[src/rtl/riscv_pkg.sv]
// Shared RISC-V definitions: the opcode constants used by the fetch unit and
// the control unit, the fetch FSM state type, and the fetch buffer entry width.
package riscv_pkg;

  localparam int XLEN = 64;
  localparam int ILEN = 32;

  localparam logic [6:0] OPC_RTYPE  = 7'b0110011;
  localparam logic [6:0] OPC_ITYPE  = 7'b0010011;
  localparam logic [6:0] OPC_LOAD   = 7'b0000011;
  localparam logic [6:0] OPC_STORE  = 7'b0100011;
  localparam logic [6:0] OPC_BRANCH = 7'b1100011;

  // One buffered instruction: {pc, instruction word}
  localparam int FETCH_ENTRY_W = XLEN + ILEN;

  typedef enum logic [1:0] {
    IDLE = 2'd0,
    REQ  = 2'd1,
    WAIT = 2'd2,
    DROP = 2'd3
  } fetch_state_e;

  // True for the opcodes this core implements
  function automatic logic opcode_supported(input logic [6:0] opc);
    return (opc == OPC_RTYPE) || (opc == OPC_ITYPE) || (opc == OPC_LOAD) ||
           (opc == OPC_STORE) || (opc == OPC_BRANCH);
  endfunction

endpackage

[src/rtl/if_fifo.sv]
// Two-entry fetch buffer. Entry 0 is always the head, so the head outputs come
// straight from a register. Flush wins over push and pop.
module if_fifo
  import riscv_pkg::*;
#(
  parameter int W = FETCH_ENTRY_W
) (
  input  logic         clk,
  input  logic         rst_n,
  input  logic         push,
  input  logic [W-1:0] push_data,
  input  logic         pop,
  input  logic         flush,
  output logic [W-1:0] head,
  output logic [1:0]   count
);

  logic [1:0]   count_q, count_d;
  logic [W-1:0] ent0_q, ent0_d;
  logic [W-1:0] ent1_q, ent1_d;
  logic         pop_ok, push_ok;

  // Ignore a pop of an empty buffer and a push into a full one that is not popping
  assign pop_ok  = pop && (count_q != 2'd0);
  assign push_ok = push && ((count_q != 2'd2) || pop_ok);

  // Next occupancy and entry contents
  always_comb begin
    count_d = count_q;
    ent0_d  = ent0_q;
    ent1_d  = ent1_q;
    if (flush) begin
      count_d = 2'd0;
    end else begin
      case ({push_ok, pop_ok})
        2'b10: begin
          if (count_q == 2'd0) ent0_d = push_data;
          else                 ent1_d = push_data;
          count_d = count_q + 2'd1;
        end
        2'b01: begin
          ent0_d  = ent1_q;
          count_d = count_q - 2'd1;
        end
        2'b11: begin
          if (count_q == 2'd1) begin
            ent0_d = push_data;
          end else begin
            ent0_d = ent1_q;
            ent1_d = push_data;
          end
        end
        default: ;
      endcase
    end
  end

  // Occupancy register; only control state is reset
  always_ff @(posedge clk or negedge rst_n) begin
    if (!rst_n) count_q <= 2'd0;
    else        count_q <= count_d;
  end

  // Entry storage; contents are don't-care while unoccupied
  always_ff @(posedge clk) begin
    ent0_q <= ent0_d;
    ent1_q <= ent1_d;
  end

  assign head  = ent0_q;
  assign count = count_q;

endmodule

[src/rtl/instr_fetch.sv]
// Instruction fetch unit: one outstanding memory request, a two-entry buffer
// toward decode, and redirect handling that discards an in-flight response.
// Optional macro IF_OPCODE_CHECK_EN enables the unsupported-opcode flag.
module instr_fetch
  import riscv_pkg::*;
#(
  parameter logic [63:0] RESET_PC = 64'h0
) (
  input  logic            clk,
  input  logic            rst_n,
  output logic            imem_req_valid,
  input  logic            imem_req_ready,
  output logic [XLEN-1:0] imem_addr,
  input  logic            imem_rsp_valid,
  input  logic [ILEN-1:0] imem_rsp_data,
  input  logic            redirect_valid,
  input  logic [XLEN-1:0] redirect_pc,
  output logic            if_valid,
  input  logic            if_ready,
  output logic [ILEN-1:0] if_instr,
  output logic [XLEN-1:0] if_pc,
  output logic [6:0]      if_opcode,
  output logic            if_illegal
);

  fetch_state_e           state_q, state_d;
  logic [XLEN-1:0]        pc_q, pc_d;
  logic                   handshake;
  logic                   push, pop, flush;
  logic [1:0]             count;
  logic [FETCH_ENTRY_W-1:0] head;

  assign imem_req_valid = (state_q == REQ) && (count != 2'd2);
  assign handshake      = imem_req_valid && imem_req_ready;
  assign imem_addr      = pc_q;

  // Next state, next pc and buffer controls; redirect overrides everything
  always_comb begin
    state_d = state_q;
    pc_d    = pc_q;
    push    = 1'b0;
    flush   = 1'b0;
    case (state_q)
      IDLE: state_d = REQ;
      REQ:  if (handshake) state_d = WAIT;
      WAIT: begin
        if (imem_rsp_valid) begin
          push    = 1'b1;
          pc_d    = pc_q + XLEN'(4);
          state_d = REQ;
        end
      end
      DROP: if (imem_rsp_valid) state_d = REQ;
      default: state_d = IDLE;
    endcase
    if (redirect_valid) begin
      pc_d  = redirect_pc;
      flush = 1'b1;
      push  = 1'b0;
      // A response arriving in the same cycle as the redirect is the stale one
      // and is discarded here, so there is nothing left to wait for.
      if ((state_q == REQ && handshake) ||
          ((state_q == WAIT || state_q == DROP) && !imem_rsp_valid))
        state_d = DROP;
      else
        state_d = REQ;
    end
  end

  // FSM state and fetch pc
  always_ff @(posedge clk or negedge rst_n) begin
    if (!rst_n) begin
      state_q <= IDLE;
      pc_q    <= RESET_PC;
    end else begin
      state_q <= state_d;
      pc_q    <= pc_d;
    end
  end

  assign pop = if_valid && if_ready;

  if_fifo #(.W(FETCH_ENTRY_W)) u_fifo (
    .clk       (clk),
    .rst_n     (rst_n),
    .push      (push),
    .push_data ({pc_q, imem_rsp_data}),
    .pop       (pop),
    .flush     (flush),
    .head      (head),
    .count     (count)
  );

  assign if_valid  = (count != 2'd0);
  assign if_pc     = head[FETCH_ENTRY_W-1:ILEN];
  assign if_instr  = head[ILEN-1:0];
  assign if_opcode = if_instr[6:0];

`ifdef IF_OPCODE_CHECK_EN
  assign if_illegal = if_valid && !opcode_supported(if_opcode);
`else
  assign if_illegal = 1'b0;
`endif

endmodule
[config.mk]
export PLATFORM = sky130hd
export DESIGN_NAME = instr_fetch
export DESIGN_NICKNAME = d
export VERILOG_FILES = /design/src/rtl/riscv_pkg.sv /design/src/rtl/if_fifo.sv /design/src/rtl/instr_fetch.sv
export SDC_FILE = /design/constraint.sdc
export NUM_CORES = 1
export LEC_CHECK = 0
export BUFFER_PORTS_ARGS = -buffer_cell sky130_fd_sc_hd__buf_2
export CORE_ASPECT_RATIO = 2
export CORE_MARGIN = 2
export CORE_UTILIZATION = 45
export CTS_BUF_LIST = sky130_fd_sc_hd__clkbuf_16
export CTS_CLUSTER_DIAMETER = 60
export DETAILED_ROUTE_END_ITERATION = 8
export PLACE_DENSITY = 0.69
export SKIP_CTS_REPAIR_TIMING = 1
export SYNTH_ARGS = -nofsm -noshare
export SYNTH_HDL_FRONTEND = slang
export SYNTH_SLANG_ARGS = --single-unit
[constraint.sdc]
create_clock -name clk -period 12.5 [get_ports clk]
set_clock_uncertainty 0.1 [all_clocks]
set_input_delay 2.5 -clock clk [delete_from_list [all_inputs] [get_ports clk]]
set_output_delay 2.5 -clock clk [all_outputs]
set_load 0.01 [all_outputs]
==> results of run 1 <==
==> area by class of cell <==
class	instances	area (um^2)	area share
multi-input combinational	510	3580	0.261
antenna	4	10.0	0.000730
clock inverter	19	194	0.0141
timing repair buffer	276	1400	0.102
sequential	260	7470	0.544
inverter	6	22.5	0.00164
clock buffer	25	626	0.0456
tap	336	420	0.0306
==> registers in the layout, indices dropped and copies added (netlist names) <==
name           cells
u_fifo.count       2
u_fifo.ent1_q     96
state_q            2
imem_addr         64
u_fifo.head       96
==> power by group through the flow <==
stage	sequential, mW	clock [mW]	combinational (mW)
after detailed placement	1.09	0	0.315
final	1.07	0.765	0.311
after global placement	1.09	0	0.306
after global routing	1.08	0.812	0.342
after CTS	1.07	0.785	0.316
after floorplan	1.09	0	0.188
==> per-layer routing <==
layer,up-vias,GRT usage,routed length (um)
met3,48,0.0499,2390
met4,4,0.0632,671
li1,3655,-,-
met2,354,0.317,12900
met5,-,0,27
met1,3769,0.268,11000
==> worst max-delay path: stages <==
cell and delay, ps:
buf_2 110, nand3b_1 220, nor2_1 300, and3_4 630, buf_4 710
==> cell families (layout without fill, tap and decap cells) <==
| group | Yosys count | after routing |
|---|---|---|
| XOR/XNOR | 40 | 40 |
| AO/OA/AOI/OAI | 84 | 84 |
| buffers and inverters | 63 | 326 |
| flip-flops | 260 | 260 |
| adder cells (fa/ha/maj) | 4 | 4 |
| multiplexers | 100 | 100 |
| other | 1 | 5 |
| AND/OR/NAND/NOR | 281 | 281 |
==> cells in the final DEF (no fill, tap or decap), types with 13 or more instances in the layout <==
cell,n
buf_2,268
edfxtp_1,192
mux2_2,91
nand2_1,71
dfrtp_1,68
nand4_1,47
o21ai_0,41
nand3_1,31
nor2_1,26
xnor2_1,26
clkbuf_16,25
nor3_1,21
nor4_1,14
xor2_1,14
or4_1,13
==> through the flow <==
| stage | power [mW] | instance area [um^2] |
|---|---|---|
| final | 2.15 | 13700 |
| after global routing | 2.23 | 13700 |
| after CTS | 2.17 | 13700 |
| after detailed placement | 1.40 | 12900 |
| after global placement | 1.39 | 12900 |
| after floorplan | 1.28 | 11300 |
==> path summary, 6_finish.rpt <==
check	to	from	slack, ps	cells past startpoint
setup / recovery	u_fifo.ent1_q[95]	imem_rsp_valid	8050	5
hold reg to reg	u_fifo.ent1_q[32]	imem_addr[0]	390	0
setup reg to reg	imem_addr[46]	imem_addr[2]	9570	6
max in group asynchronous	imem_addr[62]	rst_n	9680	1
hold / removal	u_fifo.ent1_q[32]	imem_addr[0]	390	0
min in group asynchronous	imem_addr[49]	rst_n	1990	1
==> metrics.yaml, run 1 <==
status:
  status: "completed"
drt:
  drt-initial-drc-count: 745
  detail-route-antenna-nets: 0
  avgRoutedWirePerCell_um: 18.8
  routed_wl_um: 27000
  avgViaCountPerCell: 5.45
  first_pass_iters: 8
  num_vias: 7830
  drc_errors: 0
logic_synthesis:
  synthMuxAreaShare: 0.0992
  ys_seq_elements: 260
  seq_area_frac_synth: 0.661
  synth_edf_count: 192
  yosysMostFrequentCell: "edfxtp_1"
  synth_top_family_by_area: "simple AND/OR/NAND/NOR gates"
  yosys.area_share.simple: 0.135
  ys_warn_count: 0
  yosysUniqueCellTypes: 49
  synth_ff_type: "edfxtp_1"
  synth_xor_area_frac: 0.0310
  netlist_top_cells_area: "edfxtp_1 (51%), dfrtp_1 (15%), mux2_2 (9.1%), nand4_1 (2.6%), nand2_1 (2.4%)"
  async_flop_share: 0.262
  synthCells: 833
  synthAdderAreaFrac: 0.00443
  syn_avg_cell_area_um2: 13.6
  syn_nets: 939
  synth-compound-area-share: 0.0446
  syn_area_mm2: 0.0113
  synth_top_area_share: 0.510
  yosys.area.top_type: "edfxtp_1"
  netlist_top_cells_count: "edfxtp_1 (192), mux2_2 (91), nand2_1 (71)"
global_routing:
  grt_max_degree: 87
  grt_overflow_total: 0
  track_usage: 0.199
  grt_pass1_vias: 7540
  grt_pass1_wl_um: 41500
  antenna_found_initial: 7
critical_path:
  path_class: "in -> reg"
  cp-end-kind: "flip-flop"
  cp.arrival_ps: 4500
  critPathMaxFanout: 55
  worstPathRequired_ps: 12550
  start_kind: "primary input"
sta:
  tightest_slew_ps: 924
  rsz0062_at_grt: "no"
  post-route-min-period_ps: 4450
  tns_ps: 0
  fin_crit_sh: 0.356
  slew_violations: 0
  hold_viol_final: 0
  fin_ws_ps: 8050
  clock.fmax_mhz: 225
  hold_slack_ps: 393
  slew_headroom: 0.384
  finalSetupViolCount: 0
cells_and_area:
  fill_cells: 2189
  area_growth_pct: 21.4
  fin_util: 0.553
  final_cells: 1436
  num-nets-final: 1184
  drive_above_1_share: 0.374
power:
  p_int_mw: 1.60
  max-vdd-ir-drop_mv: 0.119
  power-per-cell-area_mw_per_mm2: 157
  switching_share: 0.254
  seqPwrFrac: 0.499
  combPwrFrac: 0.145
  power.leakage_nw: 5.12
  p_sw_uw: 545
  clkPwrFrac: 0.356
cts:
  cts.root.buffer_cell: "clkbuf_16"
  cts_tree: "done"
  clock_latency_ps: 530
  htree_levels: 1
  clockBufferDepth: 3
  cts_buffers: 24
  cts_sinks: 260
  clk_pin_slew_ps: 60
die:
  die_area_mm2: 0.0265
  initial_core_util: 0.455
  pin_count: 272
  core_mm2: 0.0248
  rows: 82
  fp.dieW_um: 116
  fp.dieH_um: 228
place:
  pre_cts_ws_ps: 7470
  place.gp.congestion: 0.854
  io_buffer_count: 270
  placedCellCount: 1388
  hpwl_um: 18700
flow_run:
  cap_violations: 0
min_path:
  hold_path.class: "reg -> reg"
Note: power is estimated with default switching activity, not from simulation.
==> run 2: changes to the inputs <==
Settings changed: PLACE_DENSITY 0.69 to 0.72.
Clock period 12.5 ns to 3.6 ns, I/O delays scaled along.
==> metrics.yaml, run 2 (same netlist as run 1, synthesis figures left out) <==
cells_and_area:
  final_cells: 1439  # +0.21%
  fill_cells: 2151  # -1.7%
  final_common_cell: "buf_2"
  antenna_cells: 0  # -4
  final_cell_area_mm2: 0.0138  # +0.39%
  num-nets-final: 1191  # +0.59%
  layout_common_cells: "buf_2 (268), edfxtp_1 (192), mux2_2 (91)"
  drive_above_1_share: 0.381  # +0.00669
  area_growth_pct: 21.9
sta:
  hold_slack_ps: 207  # -186 ps
  slew_violations: 0  # unchanged
  fin_crit_sh: 0.776
  clock.fmax_mhz: 358
  hold_viol_final: 0  # unchanged
  tns_ps: 0  # unchanged
  tightest_slew_ps: 913  # -10.6 ps
  finalSetupViolCount: 0  # unchanged
  post-route-min-period_ps: 2790
  slew_headroom: 0.391  # +0.00708
  rsz0062_at_grt: "no"
cts:
  cts_buffers: 24  # unchanged
  clk_pin_slew_ps: 70  # about the same
  cts_tree: "done"
  clockBufferDepth: 3  # unchanged
  cts.root.buffer_cell: "clkbuf_16"
  cts_sinks: 260  # unchanged
  clock_latency_ps: 530  # about the same
  htree_levels: 1  # unchanged
drt:
  first_pass_iters: 5  # -3
  detail-route-antenna-nets: 0  # unchanged
  routed_wl_um: 27800  # +2.8%
  drc_errors: 0  # unchanged
  drt-initial-drc-count: 567  # -24%
  num_vias: 7896  # +0.84%
  avgViaCountPerCell: 5.49  # +0.63%
  avgRoutedWirePerCell_um: 19.3  # +2.6%
power:
  report.power.total_mw: 7.40  # +240%
  power.leakage_nw: 5.16  # +0.82%
  power-per-cell-area_mw_per_mm2: 537  # +240%
  max-vdd-ir-drop_mv: 0.492  # +310%
global_routing:
  grt_overflow_total: 0  # unchanged
  antenna_found_initial: 2  # -5
  grt_pass1_vias: 7684  # +1.9%
  grt_max_degree: 81  # -6.9%
  track_usage: 0.205  # +0.00596
  grt_pass1_wl_um: 42500  # +2.5%
critical_path:
  path_class: "reg -> reg"
  cpPeakStageDelay_ps: 600  # -110 ps
  critical_path.cell_chain: "nand4_1, or4_1, or4_1, or4_1, nand3_1"
  slowest_stage: "or4_1"
  worstPathRequired_ps: 3960  # -8590 ps
  start_kind: "flip-flop"
  cp-end-kind: "flip-flop"
  critPathMaxFanout: 9  # -84%
  crit_top_cell: "or4_1"
  cp.arrival_ps: 3150  # -1350 ps
die:
  die_area_mm2: 0.0265  # unchanged
  fp.dieW_um: 116  # unchanged
  core_mm2: 0.0248  # unchanged
  pin_count: 272  # unchanged
  rows: 82  # unchanged
  fp.dieH_um: 228  # unchanged
  initial_core_util: 0.455  # unchanged
flow_run:
  cap_violations: 0  # unchanged
place:
  place.gp.congestion: 0.861  # +0.86%
  io_buffer_count: 270  # unchanged
  placedCellCount: 1395  # +0.50%
  dpl_cell_area_mm2: 0.0130  # +0.70%
  hpwl_um: 19300  # +3.0%
status:
  status: "completed"
min_path:
  hold_path.class: "in -> async"
==> run 2: cell count changes in the layout (fill, tap and decap cells not counted), sizes merged <==
cell / change
diode: -4
clkinv: -1
buf: +7
bufinv: -1
inv: +2
==> run 2: cell type report <==
type	instances	area, um^2	share of cell area
flip-flops and latches	260	7470	0.542
multi-input cells	510	3580	0.260
repair buffers	283	1490	0.108
clock buffers	25	626	0.0454
well taps	336	420	0.0305
clock inverters	19	168	0.0122
inverters	6	22.5	0.00164
==> run 2: routing by layer <==
layer  global-route usage  part of all wire  wire [um]
met5                    0           0.00076         21
met4               0.0588             0.022        602
met3               0.0478             0.091       2530
met2                0.330              0.48      13200
met1                0.278              0.41      11400
==> run 2: final timing paths <==
path                       slack (ps)                 to  cells past startpoint             start
min in group clk                  280   u_fifo.ent1_q[7]                      1  imem_rsp_data[7]
min reg2reg                       410  u_fifo.ent1_q[33]                      0      imem_addr[1]
min                               210       imem_addr[3]                      1             rst_n
max in group asynchronous        2580      imem_addr[26]                      1             rst_n
max                               810      imem_addr[57]                      5     imem_addr[18]
max reg2reg                       810      imem_addr[57]                      5     imem_addr[18]
==> run 2: critical path, delay by kind of cell (launching register included) <==
| family | cells | cell delay (ps) |
|---|---|---|
| DFF | 1 | 560 |
| and+or+nand+nor | 5 | 2060 |
==> run 2: power breakdown <==
part / internal (mW) / total [mW] / leakage [nW] / switching (mW)
combinational: 0.523 / 1.12 / 2.21 / 0.596
sequential: 3.51 / 3.71 / 2.54 / 0.205
clock: 1.48 / 2.57 / 0.410 / 1.09
total: 5.51 / 7.40 / 5.16 / 1.89
==> run 2: stage by stage <==
step / setup slack [ps] / utilization
final: 806 / 0.555
after global routing: 667 / 0.555
after CTS: 801 / 0.555
after detailed placement: 707 / 0.523
after global placement: 765 / 0.523
after floorplan: 113 / -
==> run 3: changes to the inputs <==
Clock period 3.6 ns to 2.3 ns, I/O delays scaled along.
==> metrics.yaml, run 3 (same netlist as run 1, synthesis figures left out) <==
sta:
  fin_crit_sh: 1.03  # +0.255
  clock.fmax_mhz: 422  # +18%
  slew_headroom: 0.612  # +0.220
  slew_violations: 0  # unchanged
  rsz0062_at_grt: "yes"
  finalSetupViolCount: 5  # +5
  tightest_slew_ps: 577  # -336 ps
  tns_ps: -191  # -191 ps
  hold_viol_final: 0  # unchanged
  post-route-min-period_ps: 2370  # -423 ps
  fin_ws_ps: -70.7  # -877 ps
cts:
  cts.root.buffer_cell: "clkbuf_16"
  clk_pin_slew_ps: 70  # about the same
  clockBufferDepth: 3  # unchanged
  htree_levels: 1  # unchanged
  clock_latency_ps: 520  # about the same
  cts_tree: "done"
  cts_sinks: 260  # unchanged
  cts_buffers: 23  # -4.2%
cells_and_area:
  drive_above_1_share: 0.455  # +0.0741
  area_growth_pct: 29.9
  final_cell_area_mm2: 0.0147  # +6.5%
  layout_common_cells: "buf_2 (268), edfxtp_1 (192), buf_4 (94)"
  num-nets-final: 1286  # +8.0%
  final_common_cell: "buf_2"
  final_cells: 1536  # +6.7%
status:
  status: "finished, violations left"
  violations: "negative setup slack"
critical_path:
  r2r_slack_ps: -70  # -880 ps
  worstPathRequired_ps: 2600  # -1360 ps
  path_class: "reg -> reg"
  critPathMaxFanout: 2  # -7
  cp.arrival_ps: 2670  # -480 ps
  start_kind: "flip-flop"
  cp-end-kind: "flip-flop"
power:
  clkPwrFrac: 0.321  # -0.026
  report.power.total_mw: 11.6  # +57%
  power-per-cell-area_mw_per_mm2: 792  # +47%
  seqPwrFrac: 0.487  # -0.015
  p_int_mw: 8.60  # +56%
  max-vdd-ir-drop_mv: 0.640  # +30%
  combPwrFrac: 0.192  # +0.041
  switching_share: 0.260  # +0.00442
  p_sw_mw: 3.02  # +60%
  power.leakage_nw: 5.64  # +9.2%
global_routing:
  grt_busiest_layer: "met2"
  track_usage: 0.219  # +0.0134
  grt_pass1_vias: 8199  # +6.7%
  grt_pass1_wl_um: 45300  # +6.6%
  antenna_found_initial: 4  # +2
  met3_usage: 0.0473  # -0.000531
  globalRouteMet1Util: 0.293  # +0.0143
  grt_overflow_total: 0  # unchanged
  grt_max_degree: 77  # -4.9%
  met2_usage: 0.357  # +0.0265
drt:
  routed_wl_um: 29600  # +6.8%
  drt-initial-drc-count: 563  # -0.71%
  avgViaCountPerCell: 5.45  # -0.75%
  drc_errors: 0  # unchanged
  num_vias: 8365  # +5.9%
  detail-route-antenna-nets: 0  # unchanged
  avgRoutedWirePerCell_um: 19.3  # about the same
  first_pass_iters: 5  # unchanged
place:
  placedCellCount: 1476  # +5.8%
  place.gp.congestion: 0.910  # +5.7%
  dpl_cell_area_mm2: 0.0137  # +5.3%
  pre_cts_ws_ps: -232  # -939 ps
  hpwl_um: 21100  # +9.2%
  io_buffer_count: 270  # unchanged
die:
  core_mm2: 0.0248  # unchanged
  die_area_mm2: 0.0265  # unchanged
  fp.dieH_um: 228  # unchanged
  initial_core_util: 0.455  # unchanged
  pin_count: 272  # unchanged
  rows: 82  # unchanged
  fp.dieW_um: 116  # unchanged
flow_run:
  cap_violations: 0  # unchanged
min_path:
  hold_path.class: "in -> reg"
[run 3: layer usage]
layer,vias to the layer above,share of wire,wire length [um]
met2,345,0.49,14700
li1,3861,-,-
met4,2,0.024,701
met5,-,0.00044,13
met1,4105,0.40,12000
met3,52,0.078,2300
[run 3: power groups by stage]
stage          registers [mW]  logic [mW]  clock network, mW
6_report                 5.66        2.23               3.73
5_1_grt                  5.70        2.42               4.01
4_1_cts                  5.66        2.15               3.83
3_5_place_dp             5.76        2.14                  0
3_3_place_gp             5.74        2.08                  0
2_1_floorplan            5.93        1.06                  0
[run 3: layout make-up]
type / instances / area (um^2)
fill: 2094 / 10200
sequential: 260 / 7470
multi-input combinational: 510 / 3690
timing repair buffer: 379 / 2340
clock buffer: 23 / 576
tap: 336 / 420
clock inverter: 18 / 140
inverter: 6 / 22.5
antenna: 4 / 10.0
[run 3: per-stage QoR]
step | hold WS, ps | util
after floorplan | 64.4 | -
after global placement | 335 | 0.551
after detailed placement | 342 | 0.551
after CTS | -208 | 0.580
after global routing | 12.6 | 0.591
final | 18.4 | 0.591
[run 3: worst paths after layout]
kind                             startpoint                end  cells past startpoint
max                           imem_addr[38]      imem_addr[45]                      8
min                        imem_rsp_data[5]   u_fifo.ent1_q[5]                      1
max reg2reg                   imem_addr[38]      imem_addr[45]                      8
min reg2reg                    imem_addr[0]  u_fifo.ent1_q[32]                      0
max in group asynchronous             rst_n      imem_addr[18]                      3
min in group asynchronous             rst_n      imem_addr[52]                      2
[run 3: worst max-delay path: stages (launching register included)]
cell and delay [ps]:
dfrtp_1 350, nand4_1 150, buf_4 170, buf_4 130
or4_1 520, nor4_1 360, buf_4 200, nor2_1 40
a221o_1 250
